--- src/rtl/muldiv_seq.sv ---
// Multi-cycle unsigned multiply (radix-2 shift-add) / restoring divide unit.
// Define MULDIV_DIV_EN to compile the divide datapath; otherwise every op multiplies.
module muldiv_seq #(
  parameter int unsigned WIDTH = 32
) (
  input  logic             clk,
  input  logic             rst,
  input  logic             start,
  input  logic             op,
  input  logic [WIDTH-1:0] a,
  input  logic [WIDTH-1:0] b,
  output logic             busy,
  output logic             stall,
  output logic             done,
  output logic [WIDTH-1:0] hi,
  output logic [WIDTH-1:0] lo,
  output logic             div_by_zero
);

  localparam int unsigned CW = $clog2(WIDTH + 1);

  typedef enum logic [1:0] {S_IDLE, S_RUN, S_DONE} state_t;

  state_t             state;
  logic [CW-1:0]      cnt;
  logic [2*WIDTH-1:0] acc;
  logic [2*WIDTH-1:0] acc_nxt;
  logic [WIDTH-1:0]   opnd;
  logic [WIDTH:0]     mul_sum;
  logic               op_div;
  logic               last_iter;

  assign stall     = busy | start;
  assign last_iter = (state == S_RUN) && (cnt == CW'(WIDTH - 1));

`ifdef MULDIV_DIV_EN
  logic           op_q;
  logic [WIDTH:0] div_trial;

  assign op_div = op;

  // Operation select latched at start; divide-by-zero flag published with the result
  always_ff @(posedge clk or posedge rst) begin
    if (rst) begin
      op_q        <= 1'b0;
      div_by_zero <= 1'b0;
    end else if (state == S_IDLE && start) begin
      op_q <= op;
    end else if (last_iter) begin
      div_by_zero <= op_q && (opnd == '0);
    end
  end
`else
  logic op_unused;

  assign op_unused   = op;
  assign op_div      = 1'b0;
  assign div_by_zero = 1'b0;
`endif

  // One iteration: acc holds {partial product, multiplier} or {remainder, quotient}
  always_comb begin
    mul_sum = {1'b0, acc[2*WIDTH-1:WIDTH]} + (acc[0] ? {1'b0, opnd} : '0);
    acc_nxt = {mul_sum, acc[WIDTH-1:1]};
`ifdef MULDIV_DIV_EN
    div_trial = {acc[2*WIDTH-1:WIDTH], acc[WIDTH-1]} - {1'b0, opnd};
    if (op_q) begin
      acc_nxt = div_trial[WIDTH] ? {acc[2*WIDTH-2:0], 1'b0}
                                 : {div_trial[WIDTH-1:0], acc[WIDTH-2:0], 1'b1};
    end
`endif
  end

  // Sequencer: IDLE -> RUN (WIDTH iterations) -> DONE -> IDLE
  always_ff @(posedge clk or posedge rst) begin
    if (rst) begin
      state <= S_IDLE;
      cnt   <= '0;
      acc   <= '0;
      opnd  <= '0;
      busy  <= 1'b0;
      done  <= 1'b0;
      hi    <= '0;
      lo    <= '0;
    end else begin
      done <= 1'b0;
      unique case (state)
        S_IDLE: begin
          if (start) begin
            state <= S_RUN;
            busy  <= 1'b1;
            cnt   <= '0;
            opnd  <= op_div ? b : a;
            acc   <= {{WIDTH{1'b0}}, (op_div ? a : b)};
          end
        end
        S_RUN: begin
          acc <= acc_nxt;
          cnt <= cnt + CW'(1);
          if (last_iter) begin
            state <= S_DONE;
            done  <= 1'b1;
            hi    <= acc_nxt[2*WIDTH-1:WIDTH];
            lo    <= acc_nxt[WIDTH-1:0];
          end
        end
        S_DONE: begin
          state <= S_IDLE;
          busy  <= 1'b0;
        end
        default: begin
          state <= S_IDLE;
          busy  <= 1'b0;
        end
      endcase
    end
  end

endmodule

--- config.mk ---
export PLATFORM = sky130hd
export DESIGN_NAME = muldiv_seq
export DESIGN_NICKNAME = d
export VERILOG_FILES = /design/src/rtl/muldiv_seq.sv
export SDC_FILE = /design/constraint.sdc
export NUM_CORES = 1
export LEC_CHECK = 0
export ABC_AREA = 1
export CORE_AREA = 10 10 173 175
export CTS_CLUSTER_DIAMETER = 100
export CTS_CLUSTER_SIZE = 8
export DETAILED_ROUTE_END_ITERATION = 7
export DIE_AREA = 0 0 183 185
export DONT_BUFFER_PORTS = 1
export PLACE_DENSITY = 0.49
export SKIP_CTS_REPAIR_TIMING = 1
export SYNTH_ARGS = -nofsm -noshare
export SYNTH_HDL_FRONTEND = slang
export SYNTH_SLANG_ARGS = --single-unit
--- constraint.sdc ---
create_clock -name clk -period 6.6 [get_ports clk]
set_clock_uncertainty 0.2 [all_clocks]
set_input_delay 0.33 -clock clk [delete_from_list [all_inputs] [get_ports clk]]
set_output_delay 0.33 -clock clk [all_outputs]
set_load 0.01 [all_outputs]
==> metrics.md, run 1 <==
| Metric | Value |
|---|---|
| Max_cap viols | 0 |
| Cell Area, Synth | 0.00916 mm^2 |
| Yosys warns | 0 |
| Buffers and inverters on the worst path | 3 |
| Max Slew Vio Count | 0 |
| Sequential power share | 0.365 |
| Syn_area_per_cell | 7.32 um^2 |
| CP startpoint kind | flip-flop |
| Synthesized Nets | 1,354 |
| Worst slew pin tran | around 1.1 ns |
| Total power per unit cell area | 509 mW/mm^2 |
| Register area share after synthesis | 0.464 |
| CTS tree | done |
| Worst-skew pair later-pin latency | about 0.45 ns |
| Initial core utilization | 0.345 |
| Top cell type's share of synthesized area | 0.464 |
| Gr ovfl total | 0 |
| WL/cell | 16.0 um |
| Clock share of power | 0.200 |
| Pre-Repair DR Iteration Count | 5 |
| Placed wire-length estimate | 18,700 um |
| Hold Path End | opnd[29] |
| Worst reg2reg path depth | 15 |
| Post-synth top area cell | dfrtp_1 |
| Vias per inst | approximately 4.7 |
| Die area | 0.0339 mm^2 |
| Core Footprint | 0.0266 mm^2 |
| Gate power share | 0.435 |
| Worst Path Required | a little under 7 ns |
| Iter 0 DRT Violations | 427 |
| FF-to-FF End | hi[27] |
| Residual DRC | 0 |
| Largest net degree at the start of global routing | 99 |
| Critical Path Sink Type | flip-flop |
| # fillers | 2,877 |
| Clock-pin transition on the worst setup and hold timing paths | 0.07 ns |
| Final setup violation count | 0 |
| Switching share of power | 0.465 |
| CP top delay family | simple AND/OR/NAND/NOR gates |
| Number of global-route vias before repair | 7,579 |
| CTS root buffer | clkbuf_16 |
| Post-route ant nets | 0 |
| Psw | around 2.5 mW |
| Final min period | between 3 and 4 ns |
| Final Hold Viols | 0 |
| Maximum clock insertion buffer count | 2 |
| Initial antenna violation count | 1 |
| Pwr Total | 5.47 mW |
| Worst Hold Depth | 2 |
| Post-synthesis mux area share | 0 |
| Largest family of logic cells by synthesized area | simple AND/OR/NAND/NOR gates |
| Die Span Y | 185 um |
| Final RePlAce weighted congestion | 0.888 |
| Area growth syn-to-layout | 17.3% |
| Tightest Hold Check Type | reg2reg |
| Post-Synth Simple-Gate Area | 0.291 |
| Global-route wire length before repair | ~42,000 um |
| Cell variety after synth | 36 |
| Sink Count | 170 |
| Num CTS Buffers | 17 |
| Most frequent cells in the layout | nand2_1, inv_1, dfrtp_1, nand3_1, dlygate4sd3_1 |
| Total Routing Usage GR | 0.158 |
| Worst ir drop on vdd | between 0.15 and 0.2 mV |
| NumNets Final | 1,402 |
| Synth Area in XOR/XNOR | 0.0124 |
| Period utilization | 0.455 |
| Max Freq | about 330 MHz |
| Die X | about 180 um |
| RR Startpoint | acc[0] |
| Critical Path Max Stage Delay | 0.62 ns |
| Post-synthesis cell count | roughly 1,300 |
| # port buffers | 0 |
| Min-delay src | opnd[29] |
| Slowest CP cell | dfrtp_1 |
| Final setup TNS | 0 ns |
| Critical path class | reg2reg |
| Internal power | 2.93 mW |
| Crit path arrival time | 3.13 ns |
| Area contributors post-synth | dfrtp_1, nand2_1, inv_1 |
| CP startpoint | acc[0] |
| Adder-cell area share of the yosys netlist | 0.0473 |
| CP Cell Sequence | nand2_1 > inv_1 > ha_1 > inv_1 > fa_1 > inv_1 > nand3_1 > nand3_1 > nand3_1 > nand3_1 > nand2_1 > nand2_1 > nand2_1 > nand3_1 > nand2_1 |
| Max-slew headroom | 0.283 |
| Reg2Reg Setup Slack | ~3.6 ns |
| Unrepaired setup endpoints after global routing | no |
| CP max FO | 12 |
| Synth Area in Compound Gates | 0.0836 |
| Rows | 60 |
| Leak | between 5 and 6 nW |
| Layout cells sized above 1 | 0.0388 |
| Number of H-tree levels | 4 |
| #FFs+latches synth | 170 |
| Num ports | 136 |
| Most common cell after layout, fill and taps aside | nand2_1 |
| Final WL | between 20,000 and 30,000 um |
| Status | completed |
| Via count | 7,744 |
-- flip-flops by register name (all words and copies together) (netlist names) --
register  flops
cnt           6
lo           32
state         2
opnd         32
done          1
busy          1
acc          64
hi           32
-- power groups by stage --
stage	clock (mW)	combinational, mW	sequential (mW)
final	1.09	2.38	2.00
after global routing	1.17	2.77	2.08
after CTS	1.13	2.38	2.02
after detailed placement	0	2.36	2.03
after global placement	0	2.34	2.03
after floorplan	0	1.82	1.88
-- tightest hold or removal path: stages (launching register included) --
cell     delay [ns]
dfrtp_1        0.34
nand2_1        0.05
nand2_1        0.05
-- logic make-up (layout without fill, tap and decap cells) --
group,after synthesis,count (layout)
AND/OR/NAND/NOR,671,671
buffers and inverters,233,294
flip-flops,170,170
adder cells (fa/ha/maj),34,34
other,1,2
XOR/XNOR,13,13
AO/OA/AOI/OAI,130,130
-- worst max-delay path by stage --
| stage | endpoint | slack, ns | cells after the start |
|---|---|---|---|
| after floorplan | acc[0] | 1.47 | 1 |
| after global placement | hi[27] | 3.62 | 15 |
| after detailed placement | hi[27] | 3.62 | 15 |
| after CTS | hi[27] | 3.60 | 15 |
| after global routing | acc[59] | 3.37 | 15 |
| final | hi[27] | 3.60 | 15 |
-- through the flow --
stage               utilization  cell area [um^2]  worst slack [ns]  hold WS (ns)  cells
floorplan                     -              9160              1.47         0.242   1252
global placement          0.355              9440              3.62         0.249   1557
detailed placement        0.355              9440              3.62         0.252   1557
CTS                       0.380             10100              3.60        -0.218   1589
global route              0.404             10700              3.37         0.298   1655
finish                    0.404             10700              3.60         0.273   1655
-- routing by layer --
layer  global-route usage  wire, um  part of all wire
met3               0.0611      1770             0.067
met4               0.0351       293             0.011
met5                    0         0                 0
met1                0.202     12300              0.46
met2                0.249     12100              0.46
-- layout make-up --
type                       count  area [um^2]  share of cell area
sequential                   170         4250               0.396
multi-input combinational    849         3990               0.372
inverter                     191          722              0.0672
timing repair buffer          71          696              0.0648
tap                          341          427              0.0397
clock buffer                  17          425              0.0396
clock inverter                15          221              0.0206
antenna                        1         2.50            0.000233
-- Yosys cell counts (all sizes together) --
cell    number
a21o         1
a21oi       20
a22o         1
a22oi        9
buf         23
clkbuf      19
clkinv       1
conb         1
dfrtp      170
fa           1
ha          33
inv        190
nand2      536
nand2b       1
nand3       66
nand3b       5
nand4        3
nor2        52
nor3         6
o211ai       8
o21ai       71
o21bai       3
o221ai      15
o22ai        2
or2          2
xnor2       12
xor2         1
No activity file was read; power rests on OpenSTA's default activity.
==> inputs of run 2 (changes only) <==
Settings changed: ABC_AREA 1 to 0, CORE_AREA 10 10 173 175 to 10 10 171 173, DIE_AREA 0 0 183 185 to 0 0 181 183, PLACE_DENSITY 0.49 to 0.5.
Clock period 6.6 ns to 2.4 ns, I/O delays scaled along.
==> metrics.md, run 2 <==
| Metric | Value |
|---|---|
| Max reg flops | between 60 and 70 |
| Post-synthesis cell count | 979 |
| Max-slew headroom | 0.281 |
| Final min period | just under 3 ns |
| Cell Area, Synth | between 0.008 and 0.009 mm^2 |
| Slowest CP cell | dfrtp_1 |
| Largest family of logic cells by synthesized area | simple AND/OR/NAND/NOR gates |
| Final Hold Viols | 2 |
| Synth Area in XOR/XNOR | 0.0284 |
| CP top delay family | simple AND/OR/NAND/NOR gates |
| Leak | 5.74 nW |
| Buffers and inverters on the worst path | 2 |
| Area contributors post-synth | dfrtp_1, nand2_1, ha_1 |
| Sink Count | 170 |
| Most common cell after layout, fill and taps aside | nand2_1 |
| Via count | approximately 7,400 |
| Max Freq | 346 MHz |
| Area growth syn-to-layout | 37.2% |
| Critical Path Sink Type | flip-flop |
| Top cell type's share of synthesized area | 0.476 |
| Die X | about 180 um |
| Worst Path Required | 2.52 ns |
| Fin Hold WS | -0.0373 ns |
| Register area share after synthesis | 0.476 |
| Pre-Repair DR Iteration Count | 5 |
| Max Slew Vio Count | 0 |
| CTS tree | done |
| Initial antenna violation count | 0 |
| Cell variety after synth | between 60 and 70 |
| Yosys warns | 0 |
| Worst-skew pair later-pin latency | approximately 0.45 ns |
| Syn_area_per_cell | 9.12 um^2 |
| Failing checks | negative hold slack, negative setup slack |
| Most frequent cell after synthesis | nand2_1 |
| Prevailing post-synth register cell | dfrtp_1 |
| Unrepaired setup endpoints after global routing | yes |
| Num CTS Buffers | 17 |
| Critical path class | reg2reg |
| Max_cap viols | 0 |
| Status | finished, violations left |
| Critical Path Max Stage Delay | about 0.43 ns |
| Vias per inst | 5.01 |
| Setup ws final | -0.493 ns |
| CTS root buffer | clkbuf_16 |
| Post-route ant nets | 0 |
| Initial core utilization | 0.347 |
| Layout Cells excl Fill | 1,482 |
| CP max FO | 18 |
| Post-Synth Simple-Gate Area | 0.217 |
| Commonest cells post-synth | nand2_1, dfrtp_1, a21oi_1 |
| Placed cells | around 1,400 |
| Period utilization | 1.21 |
| # port buffers | 0 |
| Number of global-route vias before repair | about 7,300 |
| Total power per unit cell area | 1290 mW/mm^2 |
| Worst ir drop on vdd | 0.498 mV |
| CP Cell Sequence | buf_8 > and2_1 > ha_4 > buf_4 > nand4_1 > nor4_4 > nand2_1 > nand3_1 > a31oi_4 > xnor2_2 > mux2_2 |
| Die Span Y | 183 um |
| Iter 0 DRT Violations | 330 |
| Post-synthesis mux area share | 0.0200 |
| Number of H-tree levels | 4 |
| Register with the most flip-flops | acc |
| Synthesized Nets | approximately 1,100 |
| Final WL | 27,000 um |
| Tightest Hold Check Type | in2reg |
| Gr ovfl total | 0 |
| Maximum clock insertion buffer count | 2 |
| Most frequent cells in the layout | nand2_1, dfrtp_1, buf_4, dlygate4sd3_1, o21ai_0 |
| Core Footprint | 0.0258 mm^2 |
| Layout cells sized above 1 | 0.243 |
| Async set-or-reset flop fraction in the synthesized netlist | 1.00 |
| Placed wire-length estimate | ~19,000 um |
| #FFs+latches synth | 170 |
| Final RePlAce weighted congestion | about 0.87 |
| Die area | about 0.033 mm^2 |
| Post-synth top area cell | dfrtp_1 |
| WL/cell | 18.2 um |
| Adder-cell area share of the yosys netlist | 0.0485 |
| Worst slew pin tran | about 1.1 ns |
| Residual DRC | 0 |
| Clock-pin transition on the worst setup and hold timing paths | 0.07 ns |
| Largest net degree at the start of global routing | about 110 |
| Final setup violation count | 53 |
| NumNets Final | roughly 1,200 |
| Post-place setup slack | -0.556 ns |
| Post-synth EDFFs | 0 |
| Global-route wire length before repair | ~42,000 um |
| Crit path arrival time | 3.01 ns |
| Total Routing Usage GR | 0.156 |
| CP startpoint kind | flip-flop |
| Final Core Density | 0.476 |
| Num ports | 136 |
| Pwr Total | 15.8 mW |
| Rows | 59 |
| Synth Area in Compound Gates | 0.175 |
[run 2: worst paths after layout]
path | startpoint | end | slack, ns | cells past startpoint
max reg2reg | acc[0] | hi[26] | -0.49 | 11
max | acc[0] | hi[26] | -0.49 | 11
min reg2reg | opnd[30] | opnd[30] | 0.27 | 2
min in group asynchronous | rst | opnd[27] | 0.08 | 3
min | start | acc[10] | -0.04 | 3
max in group asynchronous | rst | opnd[7] | 1.34 | 3
[run 2: metal layers]
metal,vias up,routed length (um),GRT usage
li1,3650,-,-
met1,3614,12600,0.207
met2,139,12700,0.242
met3,19,1430,0.0474
met4,0,265,0.0413
met5,-,0,0
[run 2: layout make-up]
cell class | instances | area [um^2]
Clock inverter | 15 | 195
Antenna cell | 1 | 2.50
Inverter | 12 | 48.8
Fill cell | 2461 | 13500
Clock buffer | 17 | 425
Sequential cell | 170 | 4250
Multi-Input combinational cell | 735 | 5120
Tap cell | 335 | 419
Timing Repair Buffer | 197 | 1790
[run 2: power by group]
part	total, mW	switching [mW]	internal (mW)
Combinational	7.53	3.74	3.79
Sequential	5.37	1.23	4.14
Clock	2.91	1.39	1.51
[run 2: cell families (layout without fill, tap and decap cells)]
kind of cell    Yosys count  after routing
flops                   170            170
buf+inv                  74            241
other cells               1              2
mux                      16             16
xor+xnor                 29             29
simple gates            423            423
fa+ha+maj                34             34
compound gates          232            232
[run 2: tightest hold or removal path, delay by kind of cell]
family | cells | cell delay [ns]
compound gates | 2 | 0.23
simple gates | 1 | 0.19
[run 2: through the flow]
| stage | setup TNS, ns | cell area, um^2 |
|---|---|---|
| after floorplan | -20.20 | 9110 |
| after global placement | -17.14 | 10300 |
| after detailed placement | -18.09 | 10300 |
| after CTS | -18.84 | 10900 |
| final | -15.70 | 12300 |
| after global routing | -22.80 | 12300 |
